===== src/rtl/adder_flit_injector_pkg.sv =====
// Shared types and the transition-pattern ROM for the adder characterization
// stimulus path.
package adder_char_pkg;

  localparam int ROM_DEPTH = 24;
  localparam int ROM_W     = 60;

  // Thermometer-style words: long runs of ones/zeros with one boundary, so
  // consecutive flits toggle large contiguous bit ranges.
  localparam logic [ROM_W-1:0] PATTERN_ROM [ROM_DEPTH] = '{
    60'h000000000000000, 60'hFFFFFFFFE000000, 60'h003FFFFFFFFFFFF, 60'h000000000007FFF,
    60'hFFFFF0000000000, 60'h0000000FFFFFFFF, 60'hFFFFFFFFFFFF000, 60'h00000000000000F,
    60'hFFFF00000000000, 60'h0000FFFFFFFFFFF, 60'hFFFFFFFFFFFFFF0, 60'h000000003FFFFFF,
    60'hFFFFFFFFFFFFFFF, 60'h00000FFFFFFFFFF, 60'hFFFFFFC00000000, 60'h0000000000003FF,
    60'hFFFFFFFFFF80000, 60'h001FFFFFFFFFFFF, 60'hF00000000000000, 60'h0000000001FFFFF,
    60'hFFFFFFFF0000000, 60'h00000000000FFFF, 60'hFFF800000000000, 60'h07FFFFFFFFFFFFF
  };

  typedef enum logic [1:0] {
    ST_IDLE,
    ST_SEND,
    ST_GAP,
    ST_DONE
  } state_e;

  function automatic logic [4:0] next_idx(input logic [4:0] idx);
    return (idx == 5'(ROM_DEPTH - 1)) ? '0 : idx + 5'd1;
  endfunction

endpackage


===== src/rtl/adder_flit_injector_if.sv =====
// Operand flit handshake between the injector and the adder under test.
interface adder_flit_injector_if #(
  parameter int N = 30
);
  logic         op_valid;
  logic         op_ready;
  logic [N-1:0] op_a;
  logic [N-1:0] op_b;
  logic         last_flit;

  modport master (output op_valid, op_a, op_b, last_flit, input op_ready);
  modport slave  (input op_valid, op_a, op_b, last_flit, output op_ready);
endinterface


===== src/rtl/adder_flit_injector_pattern_rom.sv =====
// Combinational index-to-word lookup into the shared pattern ROM.
module pattern_rom
  import adder_char_pkg::*;
#(
  parameter int N = 30
) (
  input  logic [4:0]     idx,
  output logic [2*N-1:0] word
);

  logic [ROM_W-1:0] entry;

  always_comb begin
    entry = '0;
    if (int'(idx) < ROM_DEPTH) entry = PATTERN_ROM[idx];
    word = entry[2*N-1:0];
  end

endmodule


===== src/rtl/adder_flit_injector.sv =====
// Packetized operand-stream generator feeding the adder under energy
// characterization; all outputs registered.
module adder_flit_injector
  import adder_char_pkg::*;
#(
  parameter int N       = 30,
  parameter int PAYLOAD = 20,
  parameter int GAP     = 7,
  parameter int NUM_PKT = 10
) (
  input  logic                  clk,
  input  logic                  rst_n,
  input  logic                  start,
  adder_flit_injector_if.master op,
  output logic [7:0]            pkt_cnt,
  output logic                  busy,
  output logic                  window,
  output logic                  done
);

  localparam logic [7:0] LAST_FLIT  = 8'(PAYLOAD - 1);
  localparam logic [7:0] LAST_PKT   = 8'(NUM_PKT - 1);
  localparam logic [7:0] GAP_LEN    = 8'(GAP);
  localparam logic       FIRST_LAST = (PAYLOAD == 1);

  state_e         state_q, state_d;
  logic [7:0]     flit_cnt_q, flit_cnt_d;
  logic [7:0]     gap_cnt_q, gap_cnt_d;
  logic [7:0]     pkt_cnt_q, pkt_cnt_d;
  logic [4:0]     idx_q, idx_d;
  logic           op_valid_q, op_valid_d;
  logic [N-1:0]   op_a_q, op_a_d;
  logic [N-1:0]   op_b_q, op_b_d;
  logic           last_q, last_d;
  logic           busy_q, busy_d;
  logic           window_q, window_d;
  logic           done_q, done_d;
  logic           load;
  logic [2*N-1:0] rom_word;

  pattern_rom #(.N(N)) u_rom (
    .idx  (idx_d),
    .word (rom_word)
  );

  // done is registered from the DONE state, so it appears while the FSM is
  // already back in IDLE; a start seen together with it must be dropped.
  always_comb begin
    state_d    = state_q;
    flit_cnt_d = flit_cnt_q;
    gap_cnt_d  = gap_cnt_q;
    pkt_cnt_d  = pkt_cnt_q;
    idx_d      = idx_q;
    op_valid_d = op_valid_q;
    last_d     = last_q;
    busy_d     = busy_q;
    window_d   = window_q;
    done_d     = 1'b0;
    load       = 1'b0;
    case (state_q)
      ST_IDLE: begin
        if (start && !done_q) begin
          pkt_cnt_d = '0;
          if (NUM_PKT > 0) begin
            state_d    = ST_SEND;
            flit_cnt_d = '0;
            idx_d      = 5'd1;
            load       = 1'b1;
            op_valid_d = 1'b1;
            last_d     = FIRST_LAST;
            busy_d     = 1'b1;
            window_d   = 1'b1;
          end else begin
            state_d = ST_DONE;
          end
        end
      end
      ST_SEND: begin
        if (op_valid_q && op.op_ready) begin
          if (!last_q) begin
            flit_cnt_d = flit_cnt_q + 8'd1;
            idx_d      = next_idx(idx_q);
            load       = 1'b1;
            last_d     = (flit_cnt_q + 8'd1 == LAST_FLIT);
          end else if (pkt_cnt_q == LAST_PKT) begin
            state_d    = ST_DONE;
            op_valid_d = 1'b0;
            last_d     = 1'b0;
            busy_d     = 1'b0;
            window_d   = 1'b0;
          end else if (GAP_LEN != 8'd0) begin
            state_d    = ST_GAP;
            op_valid_d = 1'b0;
            last_d     = 1'b0;
            gap_cnt_d  = GAP_LEN;
          end else begin
            pkt_cnt_d  = pkt_cnt_q + 8'd1;
            flit_cnt_d = '0;
            idx_d      = 5'd1;
            load       = 1'b1;
            last_d     = FIRST_LAST;
          end
        end
      end
      ST_GAP: begin
        if (gap_cnt_q == 8'd1) begin
          state_d    = ST_SEND;
          pkt_cnt_d  = pkt_cnt_q + 8'd1;
          flit_cnt_d = '0;
          idx_d      = 5'd1;
          load       = 1'b1;
          op_valid_d = 1'b1;
          last_d     = FIRST_LAST;
        end else begin
          gap_cnt_d = gap_cnt_q - 8'd1;
        end
      end
      ST_DONE: begin
        state_d = ST_IDLE;
        done_d  = 1'b1;
      end
      default: state_d = ST_IDLE;
    endcase
  end

  // Operands change only when a new flit is loaded; otherwise they hold.
  always_comb begin
    op_a_d = op_a_q;
    op_b_d = op_b_q;
    if (load) begin
      op_a_d = rom_word[N-1:0];
      op_b_d = rom_word[2*N-1:N];
    end
  end

  always_ff @(posedge clk or negedge rst_n) begin
    if (!rst_n) begin
      state_q    <= ST_IDLE;
      flit_cnt_q <= '0;
      gap_cnt_q  <= '0;
      pkt_cnt_q  <= '0;
      idx_q      <= '0;
      op_valid_q <= 1'b0;
      op_a_q     <= '0;
      op_b_q     <= '0;
      last_q     <= 1'b0;
      busy_q     <= 1'b0;
      window_q   <= 1'b0;
      done_q     <= 1'b0;
    end else begin
      state_q    <= state_d;
      flit_cnt_q <= flit_cnt_d;
      gap_cnt_q  <= gap_cnt_d;
      pkt_cnt_q  <= pkt_cnt_d;
      idx_q      <= idx_d;
      op_valid_q <= op_valid_d;
      op_a_q     <= op_a_d;
      op_b_q     <= op_b_d;
      last_q     <= last_d;
      busy_q     <= busy_d;
      window_q   <= window_d;
      done_q     <= done_d;
    end
  end

  assign op.op_valid  = op_valid_q;
  assign op.op_a      = op_a_q;
  assign op.op_b      = op_b_q;
  assign op.last_flit = last_q;
  assign pkt_cnt      = pkt_cnt_q;
  assign busy         = busy_q;
  assign window       = window_q;
  assign done         = done_q;

endmodule


===== src/flat_wrapper.sv =====
// flat-port wrapper written by rule: the top's interface ports become plain ports
module adder_flit_injector_flat import adder_char_pkg::*;
#(
  parameter int N       = 30,
  parameter int PAYLOAD = 20,
  parameter int GAP     = 7,
  parameter int NUM_PKT = 10
)
  (clk, rst_n, start, pkt_cnt, busy, window, done, op_op_valid, op_op_a, op_op_b, op_last_flit, op_op_ready);
  adder_flit_injector_if #(.N(N)) op_i ();
  input  logic clk;
  input  logic rst_n;
  input  logic start;
  output logic [7:0] pkt_cnt;
  output logic busy;
  output logic window;
  output logic done;
  output wire logic [$bits(op_i.op_valid)-1:0] op_op_valid;
  output wire logic [$bits(op_i.op_a)-1:0] op_op_a;
  output wire logic [$bits(op_i.op_b)-1:0] op_op_b;
  output wire logic [$bits(op_i.last_flit)-1:0] op_last_flit;
  input wire logic [$bits(op_i.op_ready)-1:0] op_op_ready;
  assign op_op_valid = op_i.op_valid;
  assign op_op_a = op_i.op_a;
  assign op_op_b = op_i.op_b;
  assign op_last_flit = op_i.last_flit;
  assign op_i.op_ready = op_op_ready;
  adder_flit_injector #(.N(N), .PAYLOAD(PAYLOAD), .GAP(GAP), .NUM_PKT(NUM_PKT)) u_core (.clk(clk), .rst_n(rst_n), .start(start), .op(op_i), .pkt_cnt(pkt_cnt), .busy(busy), .window(window), .done(done));
endmodule

===== config.mk =====
export PLATFORM = sky130hd
export DESIGN_NAME = adder_flit_injector_flat
export DESIGN_NICKNAME = d
export VERILOG_FILES = /design/src/rtl/adder_flit_injector_pkg.sv /design/src/rtl/adder_flit_injector_if.sv /design/src/rtl/adder_flit_injector_pattern_rom.sv /design/src/rtl/adder_flit_injector.sv /design/src/flat_wrapper.sv
export SDC_FILE = /design/constraint.sdc
export NUM_CORES = 1
export LEC_CHECK = 0
export CORE_AREA = 3 3 101 103
export DETAILED_ROUTE_END_ITERATION = 7
export DIE_AREA = 0 0 104 106
export PLACE_DENSITY_LB_ADDON = 0.2
export SYNTH_ARGS = -nofsm -noshare
export SYNTH_HDL_FRONTEND = slang
export SYNTH_SLANG_ARGS = --single-unit

===== constraint.sdc =====
create_clock -name clk -period 5 [get_ports clk]
set_input_delay 0.5 -clock clk [delete_from_list [all_inputs] [get_ports clk]]
set_output_delay 0.5 -clock clk [all_outputs]
set_load 0.03 [all_outputs]

==> impl_metrics.toml <==
[placement]
postPlaceCellArea_mm2 = 0.00417
dpl.hpwl_um = 6070
globalplace.congestion = 0.835
portBuffers = 76
post-place-ws_ns = 1.19
dp_cells = 546

[final_layout]
regArea_mm2 = 0.00138
fin_cells = 554
area_growth_pct = 18.5
fin_nets = 441
design_area_mm2 = 0.00427
multi_input_area_mm2 = 0.00180
n_fill_cell = 944
diodes = 0
drive_above_1_share_pct = 9.18

[sta]
maxSlewViolCount = 0
period_share_pct = 69.6
final_hold_viol_count = 0
grt_setup_unrepaired = "false"
setup_violations = 0
finalSetupTns_ns = 0
setup_ws_ns = 1.52
slew_headroom_pct = 52.1
tightest_slew_ns = 0.719
max_freq_ghz = 0.287
fin_worst_skew_ns = 0.0136
min_period_ns = 3.48

[synth]
ys_types = 69
avgSynthCellArea_um2 = 9.17
synth_area_mm2 = 0.00360
yosys_most_used_dff = "dfrtp_1"
synth_edf_count = 0
synth_largest_area_cell = "dfrtp_1"
ys_warn_count = 0
synth_most_common_cell = "dfrtp_1"
netlist.area_leader.share_pct = 38.2
ys_seq_area_share_pct = 38.2
synthTopCellsByCount = "55 x dfrtp_1, 42 x buf_4, 35 x nor2_1"
yosys-top-cells-area = "dfrtp_1 38%, buf_4 8.8%, ha_1 4.5%"
synth-async-reset-ratio_pct = 100
ys_ff_latch = 55
syn_inst = 393
syn_nets = 410

[route]
drtIter0Drc = 131
post-route-drc-count = 0
via_per_inst = 5.41
first_pass_iters = 4
vias = 2997
wl_um = 8380
wl_per_cell_um = 15.1
final_antenna_net_count = 0

[hold_path]
hp-class = "in2async"

[floorplan]
num_rows = 35
die_h_um = 106
fp.dieArea_mm2 = 0.0110
die_w_um = 104
coreArea_mm2 = 0.00928
io_pins = 77
start_util_pct = 38.8

[clocking]
cts.clk_slew.worst_paths_ns = 0.11
post_cts_resized = 0
htreeDepth = 2
cts_tree = "done"
worstSkewPairLatency_ns = 0.31
cts_sinks = 55
clock_path_buffers = 2
postCtsSetupRepairBufs = 0
postCtsHoldBufs = 0
cts-buffers-inserted = 5
clock-root-buffer = "clkbuf_8"

[critical_path]
start_kind = "input port"
worstPathArrival_ns = 3.73
cp_max_fo = 10
cp_data_required_time_ns = 5.25
path_cells = "clkdlybuf4s50_1 -> and3b_1 -> nand2_1 -> a211oi_2 -> buf_4 -> inv_1 -> ha_1 -> nor3_1 -> a211oi_1 -> o31ai_1 -> nand3_1 -> o21ai_1"
critical-path-max-stage-delay_ns = 0.56
endpoint_kind = "flop"
crit_slowest_cell = "clkdlybuf4s50_1"
crit_type = "in2reg"

[global_route]
grt_pass1_vias = 2889
grt-ovfl-total = 0
grt_antenna_before_repair = 0
grt_pass1_wl_um = 14400
grt_use_total_pct = 15.4
grt_max_degree = 56

[power]
vdd_ir_drop_max_v = 0.000308
seq_power_share_pct = 25.9
p_per_area_mw_per_mm2 = 644
p_leak_nw = 1.78
total_power_mw = 2.75
p_sw_share_pct = 49.6
power_switching_mw = 1.36
intPower_mw = 1.38
p_clk_share_pct = 9.7
combinationalPowerShare_pct = 64.4

[outcome]
status = "completed"

[job]
drv_cap = 0
-- layer usage --
| layer | vias up | wire [um] | global-route usage (%) |
|---|---|---|---|
| met5 | - | 0 | 0 |
| met4 | 0 | 65 | 3.51 |
| met3 | 6 | 312 | 2.67 |
| met2 | 74 | 3890 | 24.8 |
| met1 | 1455 | 4110 | 21.6 |
| li1 | 1462 | - | - |
-- cell families after synthesis --
group / Yosys count / synth area share, %
AO/OA/AOI/OAI: 109 / 22.0
multiplexers: 2 / 0.556
buffers and inverters: 68 / 12.0
adder cells (fa/ha/maj): 13 / 4.52
flip-flops: 55 / 38.2
AND/OR/NAND/NOR: 138 / 20.8
XOR/XNOR: 8 / 1.95
-- path summary, 6_finish.rpt --
check	from	end	slack, ns	cells after the start
worst max-delay path	op_op_ready	u_core.op.op_a[18]	1.52	12
worst min-delay path	rst_n	u_core.gap_cnt_q[3]	0.28	2
worst max register to register	u_core.state_q[0]	u_core.op.op_a[18]	1.53	11
worst min register to register	u_core.gap_cnt_q[7]	u_core.gap_cnt_q[7]	0.51	1
max in group asynchronous	rst_n	u_core.idx_q[2]	4.20	2
min in group clk	u_core.gap_cnt_q[7]	u_core.gap_cnt_q[7]	0.51	1
-- stage by stage --
stage	utilization [%]	hold slack, ns
2_1_floorplan	-	0.204
4_1_cts	46.0	0.340
3_3_place_gp	45.0	0.492
3_5_place_dp	45.0	0.502
5_1_grt	46.0	0.368
6_report	46.0	0.285
-- worst max-delay path: cells and delay by family --
kind / cells / cell delay [ns]
and+or+nand+nor: 4 / 0.98
AOI/OAI and AO/OA: 4 / 0.96
buffers and inverters: 3 / 0.88
adders and majority gates: 1 / 0.40
-- state kept, by name, summed over array words and instances, names as in the netlist --
register,flops
u_core.done,1
u_core.op.op_a,10
u_core.state_q,2
u_core.op.op_b,10
u_core.op.op_valid,1
u_core.idx_q,5
u_core.pkt_cnt,8
u_core.gap_cnt_q,8
u_core.busy,1
u_core.flit_cnt_q,8
u_core.op.last_flit,1
-- placed cells by master (no fill, tap or decap), drive strengths merged, types with 8 or more instances in the layout --
cell type,n
ha,13
nand3,14
o21ai,36
dfrtp,55
nor2,36
a21oi,14
a31oi,11
clkdlybuf4s50,75
nor3,9
inv,12
a22o,8
nand2,34
-- power groups by stage --
stage          combinational, mW  sequential (mW)  clock (mW)
6_report                    1.77            0.711       0.267
5_1_grt                     1.91            0.741       0.292
4_1_cts                     1.78            0.715       0.273
3_5_place_dp                1.77            0.723           0
3_3_place_gp                1.75            0.716           0
2_1_floorplan               1.22            0.825           0
-- area by class of cell --
type	count	share of cell area (%)
Multi-Input combinational cell	270	42.2
Sequential cell	55	32.2
Timing Repair Buffer	80	18.4
Tap cell	129	3.78
Clock buffer	7	2.02
Inverter	12	1.17
Clock inverter	1	0.205
No activity file was read; power rests on OpenSTA's default activity.
